`config.mk`:
```
export PLATFORM = sky130hd
export DESIGN_NAME = qkt_b2r_converter
export DESIGN_NICKNAME = d
export VERILOG_FILES = /design/src/rtl/self_attention_pkg.sv /design/src/rtl/qkt_b2r_bank.sv /design/src/rtl/qkt_b2r_converter.sv
export SDC_FILE = /design/constraint.sdc
export NUM_CORES = 1
export LEC_CHECK = 0
export ABC_AREA = 1
export CAP_MARGIN = 20
export CORE_MARGIN = 1.5
export CORE_UTILIZATION = 35
export CTS_CLUSTER_DIAMETER = 120
export DETAILED_ROUTE_END_ITERATION = 8
export HOLD_SLACK_MARGIN = 0.03
export PLACE_DENSITY = 0.53
export SLEW_MARGIN = 15
export SYNTH_ARGS = -nofsm -noshare
export SYNTH_HDL_FRONTEND = slang
export SYNTH_HIERARCHICAL = 1
export SYNTH_SLANG_ARGS = --single-unit
```
`constraint.sdc`:
```
create_clock -name clk -period 2.3 [get_ports clk]
set_input_delay 0.46 -clock clk [delete_from_list [all_inputs] [get_ports clk]]
set_output_delay 0.46 -clock clk [all_outputs]
set_load 0.01 [all_outputs]
```
`src/rtl/self_attention_pkg.sv`:
```
// Shared geometry for the self-attention head: element width, core tile edge and b2r slab shape.
// The b2r converter takes its defaults from here; b2r_row_t is one softmax tile (one slab row).
package self_attention_pkg;
   localparam int SA_WIDTH_OUT       = 16;
   localparam int SA_BLOCK_SIZE      = 2;
   localparam int NUM_CORES_H_B2R    = 4;
   localparam int NUM_CORES_V_B2R    = 2;
   localparam int ROW_B2R_CONVERTER  = NUM_CORES_V_B2R * SA_BLOCK_SIZE;
   localparam int COL_B2R_CONVERTER  = NUM_CORES_H_B2R * SA_BLOCK_SIZE;
   localparam int TILE_SIZE_SOFTMAX  = COL_B2R_CONVERTER;

   typedef logic [COL_B2R_CONVERTER*SA_WIDTH_OUT-1:0] b2r_row_t;
endpackage

```
`src/rtl/qkt_b2r_bank.sv`:
```
// One ROW x COL slab register bank: writes a whole tile at grid position (wr_h, wr_v) per cycle.
// Read is a combinational row mux; no flow control of its own, the top gates wr_en.
module qkt_b2r_bank #(
   parameter int WIDTH       = 16,
   parameter int BLOCK_SIZE  = 2,
   parameter int NUM_CORES_H = 4,
   parameter int NUM_CORES_V = 2,
   localparam int ROW = NUM_CORES_V * BLOCK_SIZE,
   localparam int COL = NUM_CORES_H * BLOCK_SIZE,
   localparam int H_W = (NUM_CORES_H > 1) ? $clog2(NUM_CORES_H) : 1,
   localparam int V_W = (NUM_CORES_V > 1) ? $clog2(NUM_CORES_V) : 1,
   localparam int R_W = (ROW > 1) ? $clog2(ROW) : 1
) (
   input  logic                                 clk,
   input  logic                                 rst_n,
   input  logic                                 wr_en,
   input  logic [H_W-1:0]                       wr_h,
   input  logic [V_W-1:0]                       wr_v,
   input  logic [BLOCK_SIZE*BLOCK_SIZE*WIDTH-1:0] wr_tile,
   input  logic [R_W-1:0]                       rd_idx,
   output logic [COL*WIDTH-1:0]                 rd_row
);
   localparam int SEG = BLOCK_SIZE * WIDTH;

   logic [COL*WIDTH-1:0] rows [ROW];

   for (genvar ri = 0; ri < ROW; ri++) begin : g_row
      // Slab row ri receives row (ri % BLOCK_SIZE) of tiles sitting in tile-row (ri / BLOCK_SIZE).
      localparam int TR = ri % BLOCK_SIZE;
      localparam int TV = ri / BLOCK_SIZE;
      logic [COL*WIDTH-1:0] row_q;

      always_ff @(posedge clk or negedge rst_n) begin
         if (!rst_n) begin
            row_q <= '0;
         end else if (wr_en && wr_v == V_W'(TV)) begin
            for (int h = 0; h < NUM_CORES_H; h++) begin
               if (wr_h == H_W'(h))
                  row_q[h*SEG +: SEG] <= wr_tile[TR*SEG +: SEG];
            end
         end
      end

      assign rows[ri] = row_q;
   end

   assign rd_row = rows[rd_idx];
endmodule

```
`src/rtl/qkt_b2r_converter.sv`:
```
// Reassembles QK^T core tiles into a ping-pong slab and streams it out one row per beat.
// Row valid the cycle after the final tile; in_ready low only while both banks are full.
module qkt_b2r_converter
   import self_attention_pkg::*;
#(
   parameter int WIDTH       = SA_WIDTH_OUT,
   parameter int BLOCK_SIZE  = SA_BLOCK_SIZE,
   parameter int NUM_CORES_H = NUM_CORES_H_B2R,
   parameter int NUM_CORES_V = NUM_CORES_V_B2R,
   localparam int ROW = NUM_CORES_V * BLOCK_SIZE,
   localparam int COL = NUM_CORES_H * BLOCK_SIZE,
   localparam int H_W = (NUM_CORES_H > 1) ? $clog2(NUM_CORES_H) : 1,
   localparam int V_W = (NUM_CORES_V > 1) ? $clog2(NUM_CORES_V) : 1,
   localparam int R_W = (ROW > 1) ? $clog2(ROW) : 1
) (
   input  logic                                   clk,
   input  logic                                   rst_n,
   input  logic                                   flush,
   input  logic                                   in_valid,
   output logic                                   in_ready,
   input  logic [BLOCK_SIZE*BLOCK_SIZE*WIDTH-1:0] in_tile,
   output logic                                   out_valid,
   input  logic                                   out_ready,
   output logic [COL*WIDTH-1:0]                   out_row,
   output logic [R_W-1:0]                         out_row_idx,
   output logic                                   out_last
);
   logic           wr_bank, rd_bank;
   logic [1:0]     full;
   logic [H_W-1:0] h_cnt;
   logic [V_W-1:0] v_cnt;
   logic [R_W-1:0] row_cnt;
   logic           in_acc, out_acc, tile_last, row_last;
   logic [COL*WIDTH-1:0] bank_row [2];

   assign in_ready    = !full[wr_bank];
   assign out_valid   = full[rd_bank];
   assign in_acc      = in_valid && in_ready && !flush;
   assign out_acc     = out_valid && out_ready;
   assign tile_last   = (h_cnt == H_W'(NUM_CORES_H-1)) && (v_cnt == V_W'(NUM_CORES_V-1));
   assign row_last    = (row_cnt == R_W'(ROW-1));
   assign out_row     = bank_row[rd_bank];
   assign out_row_idx = row_cnt;
   assign out_last    = out_valid && row_last;

   // Set and clear never hit the same bank: set needs it empty, clear needs it full.
   always_ff @(posedge clk or negedge rst_n) begin
      if (!rst_n) begin
         wr_bank <= 1'b0;
         rd_bank <= 1'b0;
         full    <= '0;
         h_cnt   <= '0;
         v_cnt   <= '0;
         row_cnt <= '0;
      end else if (flush) begin
         wr_bank <= 1'b0;
         rd_bank <= 1'b0;
         full    <= '0;
         h_cnt   <= '0;
         v_cnt   <= '0;
         row_cnt <= '0;
      end else begin
         if (in_acc) begin
            if (h_cnt == H_W'(NUM_CORES_H-1)) begin
               h_cnt <= '0;
               v_cnt <= tile_last ? '0 : v_cnt + V_W'(1);
            end else begin
               h_cnt <= h_cnt + H_W'(1);
            end
            if (tile_last) begin
               full[wr_bank] <= 1'b1;
               wr_bank       <= !wr_bank;
            end
         end
         if (out_acc) begin
            if (row_last) begin
               row_cnt       <= '0;
               full[rd_bank] <= 1'b0;
               rd_bank       <= !rd_bank;
            end else begin
               row_cnt <= row_cnt + R_W'(1);
            end
         end
      end
   end

   for (genvar b = 0; b < 2; b++) begin : g_bank
      qkt_b2r_bank #(
         .WIDTH       (WIDTH),
         .BLOCK_SIZE  (BLOCK_SIZE),
         .NUM_CORES_H (NUM_CORES_H),
         .NUM_CORES_V (NUM_CORES_V)
      ) u_bank (
         .clk     (clk),
         .rst_n   (rst_n),
         .wr_en   (in_acc && (wr_bank == 1'(b))),
         .wr_h    (h_cnt),
         .wr_v    (v_cnt),
         .wr_tile (in_tile),
         .rd_idx  (row_cnt),
         .rd_row  (bank_row[b])
      );
   end
endmodule
```
==> summary.txt <==
GLOBAL ROUTE
---------------------------------------------------------------------------------
Overflow after GRT .................................................            0
Number of antenna violations at the first check in global routing ..           10
Largest net degree at the start of global routing ..................          110
Vias in the first global route .....................................        47831
Aggregate global-route resource usage ..............................        0.262
First-pass GRT wire length .........................................       312 mm

CRITICAL PATH
---------------------------------------------------------------------------------
Cell with the most instances on the worst path .....................      nand2_2
Cell type group with the largest total delay on the critical path .. buffers and inverters
Data arrival, critical path ........................................      2.64 ns
Category of the worst setup path capture point .....................  output port
Critical path, cell by cell ........................................ buf_12, buf_12, buf_16, buf_8, or2_2, nand3_2, nand2_2, nand2_2, nand2_2, buf_6
Crit Path Max Fanout ...............................................            8
Critical Path Max Stage Delay ......................................      0.52 ns
Critical path start-end classification .............................   reg -> out
Sort of element at the start of the critical path ..................     register
Required time of the worst setup path ..............................      1.84 ns
Cell with the biggest individual delay on the critical path ........      dfrtp_4
Number of buffer and inverter instances along the worst setup path .            5

LOGIC SYNTHESIS
---------------------------------------------------------------------------------
Number of unique standard cell types used by synthesis .............           24
Syn_nets ...........................................................         7846
Top cell type by total area after synthesis ........................      dfrtp_1
Synth top area share ...............................................        0.478
Ranking of synthesized cells by area ............................... dfrtp_1, nand2_1, nand3_1, inv_1, or2_2
Share of the yosys chip area belonging to registers ................        0.478
Number of cells produced by synthesis ..............................         7775
Combined area of all synthesized cells .............................   54100 um^2
Count of state elements after synthesis ............................         1033
Synth Area per Inst ................................................    6.95 um^2
Warnings, synthesis ................................................            6

ROUTE
---------------------------------------------------------------------------------
DRT iter0 DRCs .....................................................         4780
Number of detailed-route iterations in the first pass ..............            6
Routed Wire Length .................................................       216 mm
Average detailed-routed wire length per instance ...................      21.2 um
Count of vias placed by the detailed router ........................        50655
Routed via count divided by cell count .............................         4.98
Remaining antenna violation count ..................................            0
Post-route DRC violation count .....................................            0

STA
---------------------------------------------------------------------------------
Post-layout worst setup margin .....................................    -0.795 ns
Setup-failing EPs final ............................................          133
Final-report max-slew violation count ..............................            0
Worst hold slack across all endpoints ..............................     0.207 ns
Fraction of the cycle the final worst path needs ...................         1.35
Slew @ Worst Pin ...................................................     0.725 ns
Number of endpoints with negative hold slack in the final report ...            0
Setup repair after global routing missed its margin ................          yes
Min Tclk post-route ................................................      3.10 ns
Final Skew .........................................................    0.0393 ns
Max-slew headroom ..................................................        0.515
Maximum achievable frequency .......................................      323 MHz
Setup Total Neg Slack ..............................................    -91.77 ns

CLOCK NETWORK
---------------------------------------------------------------------------------
TritonCTS clock tree ...............................................          yes
Count of clock tree sinks ..........................................         1033
H-tree depth reported by CTS .......................................            3
Clock buffers created by TritonCTS .................................          118
Clock tree buffer depth ............................................            3
Root buf cell ......................................................    clkbuf_16
Clock insertion delay at the later pin of the skew report ..........      0.77 ns
Clock transition at the registers of the reported paths ............      0.06 ns

POWER
---------------------------------------------------------------------------------
Internal power contribution ........................................     36100 uW
Switching power of the nets ........................................     16400 uW
Power per cell area ................................................  768 nW/um^2
Net Sw Frac ........................................................        0.313
VDD IR-drop max ....................................................   0.000651 V
Proportion of power drawn by combinational gates ...................        0.246
Pleak ..............................................................    0.0373 uW
Seq pwr share ......................................................        0.384
Clock power frac ...................................................        0.370

FINAL LAYOUT
---------------------------------------------------------------------------------
Share of layout cells above drive strength 1 .......................        0.178
Post-Layout Inst Area ..............................................   68400 um^2
Area growth from synthesis to layout ...............................        26.4%
Commonest non-fill, non-tap cell in the layout .....................      nand2_1
Filler Cells Inserted ..............................................        15510
Post-layout net count ..............................................         8096
Ant. Diodes ........................................................            0
Commonest cells after routing, fill and taps aside ................. nand2_1, nand3_1, dfrtp_1

HOLD PATH
---------------------------------------------------------------------------------
Worst hold-check path type .........................................  in -> async

PLACEMENT
---------------------------------------------------------------------------------
I/O Buffers ........................................................          201
DP Area ............................................................   61300 um^2
Final weighted congestion in routability-driven placement ..........        0.848
HPWL after detailed placement ......................................       126 mm

RUN STATUS
---------------------------------------------------------------------------------
Failing checks ..................................................... setup timing
Result of the run .................................................. complete, but fails checks

FLOORPLAN
---------------------------------------------------------------------------------
Core footprint .....................................................  154000 um^2
Area of the die ....................................................  157000 um^2
IO Count ...........................................................          202
Initial Util .......................................................        0.352
Cell Rows ..........................................................          144
Y dimension of the die .............................................       396 um
Horizontal die dimension ...........................................       396 um

RUN
---------------------------------------------------------------------------------
Count of max-cap constraint violations .............................            0

-- logic make-up (layout without fill, tap and decap cells) --
kind of cell / after synthesis / after routing / synth area share
AO/OA/AOI/OAI: 8 / 8 / 0.000787
adder cells (fa/ha/maj): 2 / 2 / 0.000463
buffers and inverters: 1408 / 1752 / 0.108
flip-flops: 1033 / 1033 / 0.478
AND/OR/NAND/NOR: 5324 / 5324 / 0.413
-- cells in the mapped netlist --
cell type  number
nand2_1      3750
nand3_1      1284
dfrtp_1      1033
inv_1         791
buf_2         289
or2_2         256
clkbuf_1      191
clkbuf_2      120
nor2_1         10
nor2_2          9
buf_1           8
nand2_2         8
buf_4           6
a21oi_1         5
inv_2           3
ha_1            2
nor2_4          2
o21ai_0         2
and2_1          1
nand3_2         1
nand4_1         1
nand4_4         1
nor3_1          1
o21bai_1        1
-- flip-flops by register name, indices dropped and copies added (netlist names) --
register,cells
full,2
g_bank.u_bank/g_row.row_q,1024
h_cnt,2
out_row_idx,2
rd_bank,1
v_cnt,1
wr_bank,1
-- per-stage QoR --
stage	worst slack, ns	util	instances	power (uW)
floorplan	0.400	-	7775	26000
global placement	-0.372	0.399	9837	31500
detailed placement	-0.327	0.399	9837	31600
CTS	-1.12	0.427	10062	51200
global route	-0.860	0.445	10163	54700
finish	-0.795	0.445	10163	52500
-- final timing paths --
kind	startpoint	endpoint	slack (ns)	cells after the start
worst max-delay path	out_row_idx[0]$_DFFE_PN0P_	out_row[4]	-0.80	10
worst min-delay path	rst_n	g_bank[1].u_bank/g_row[3].row_q[51]$_DFFE_PN0P_	0.21	2
max in group asynchronous	rst_n	g_bank[1].u_bank/g_row[1].row_q[77]$_DFFE_PN0P_	1.15	3
min in group clk	in_valid	h_cnt[0]$_DFFE_PN0P_	0.45	3
worst max register to register	wr_bank$_DFFE_PN0P_	g_bank[0].u_bank/g_row[3].row_q[16]$_DFFE_PN0P_	0.20	10
worst min register to register	g_bank[1].u_bank/g_row[0].row_q[59]$_DFFE_PN0P_	g_bank[1].u_bank/g_row[0].row_q[59]$_DFFE_PN0P_	0.46	2
-- cell type report --
class | instances | area, um^2 | area share
sequential | 1033 | 25900 | 0.378
multi-input combinational | 5334 | 23700 | 0.347
timing repair buffer | 743 | 9200 | 0.135
clock buffer | 170 | 3520 | 0.0515
inverter | 794 | 3050 | 0.0446
tap | 2044 | 2560 | 0.0374
clock inverter | 44 | 452 | 0.00661
timing repair inverter | 1 | 8.76 | 0.000128
-- worst reg2reg max path: stages (launching register included) --
cell,delay [ns]
dfrtp_1,0.42
nand2_1,0.18
nand4_4,0.13
nor2_1,0.24
nand2_1,0.22
inv_6,0.11
buf_12,0.16
nand2_2,0.16
buf_12,0.22
nand2_1,0.09
nand2_1,0.05
-- layer usage --
layer | routed length, um | part of all wire | global-route usage
met5 | 0 | 0 | 0
met4 | 8740 | 0.041 | 0.0976
met3 | 12900 | 0.060 | 0.0302
met2 | 99700 | 0.46 | 0.426
met1 | 94500 | 0.44 | 0.358
-- what timing repair did --
action | CTS | global route
setup endpoints to repair | 133 | 136
hold endpoints to repair | 293 | 0
hold buffers | 1 | 0
setup buffers | 3 | 69
resized for setup | 261 | 705
pin swaps | 8 | 112
cloned | 7 | 40
-- power groups by stage --
stage          clock network, uW  logic (uW)  registers (uW)
2_1_floorplan                  0        5780           20300
3_3_place_gp                   0       11200           20400
3_5_place_dp                   0       11200           20400
4_1_cts                    19800       11300           20100
5_1_grt                    20500       14000           20300
6_report                   19400       12900           20100
(Power assumes the default switching activity.)
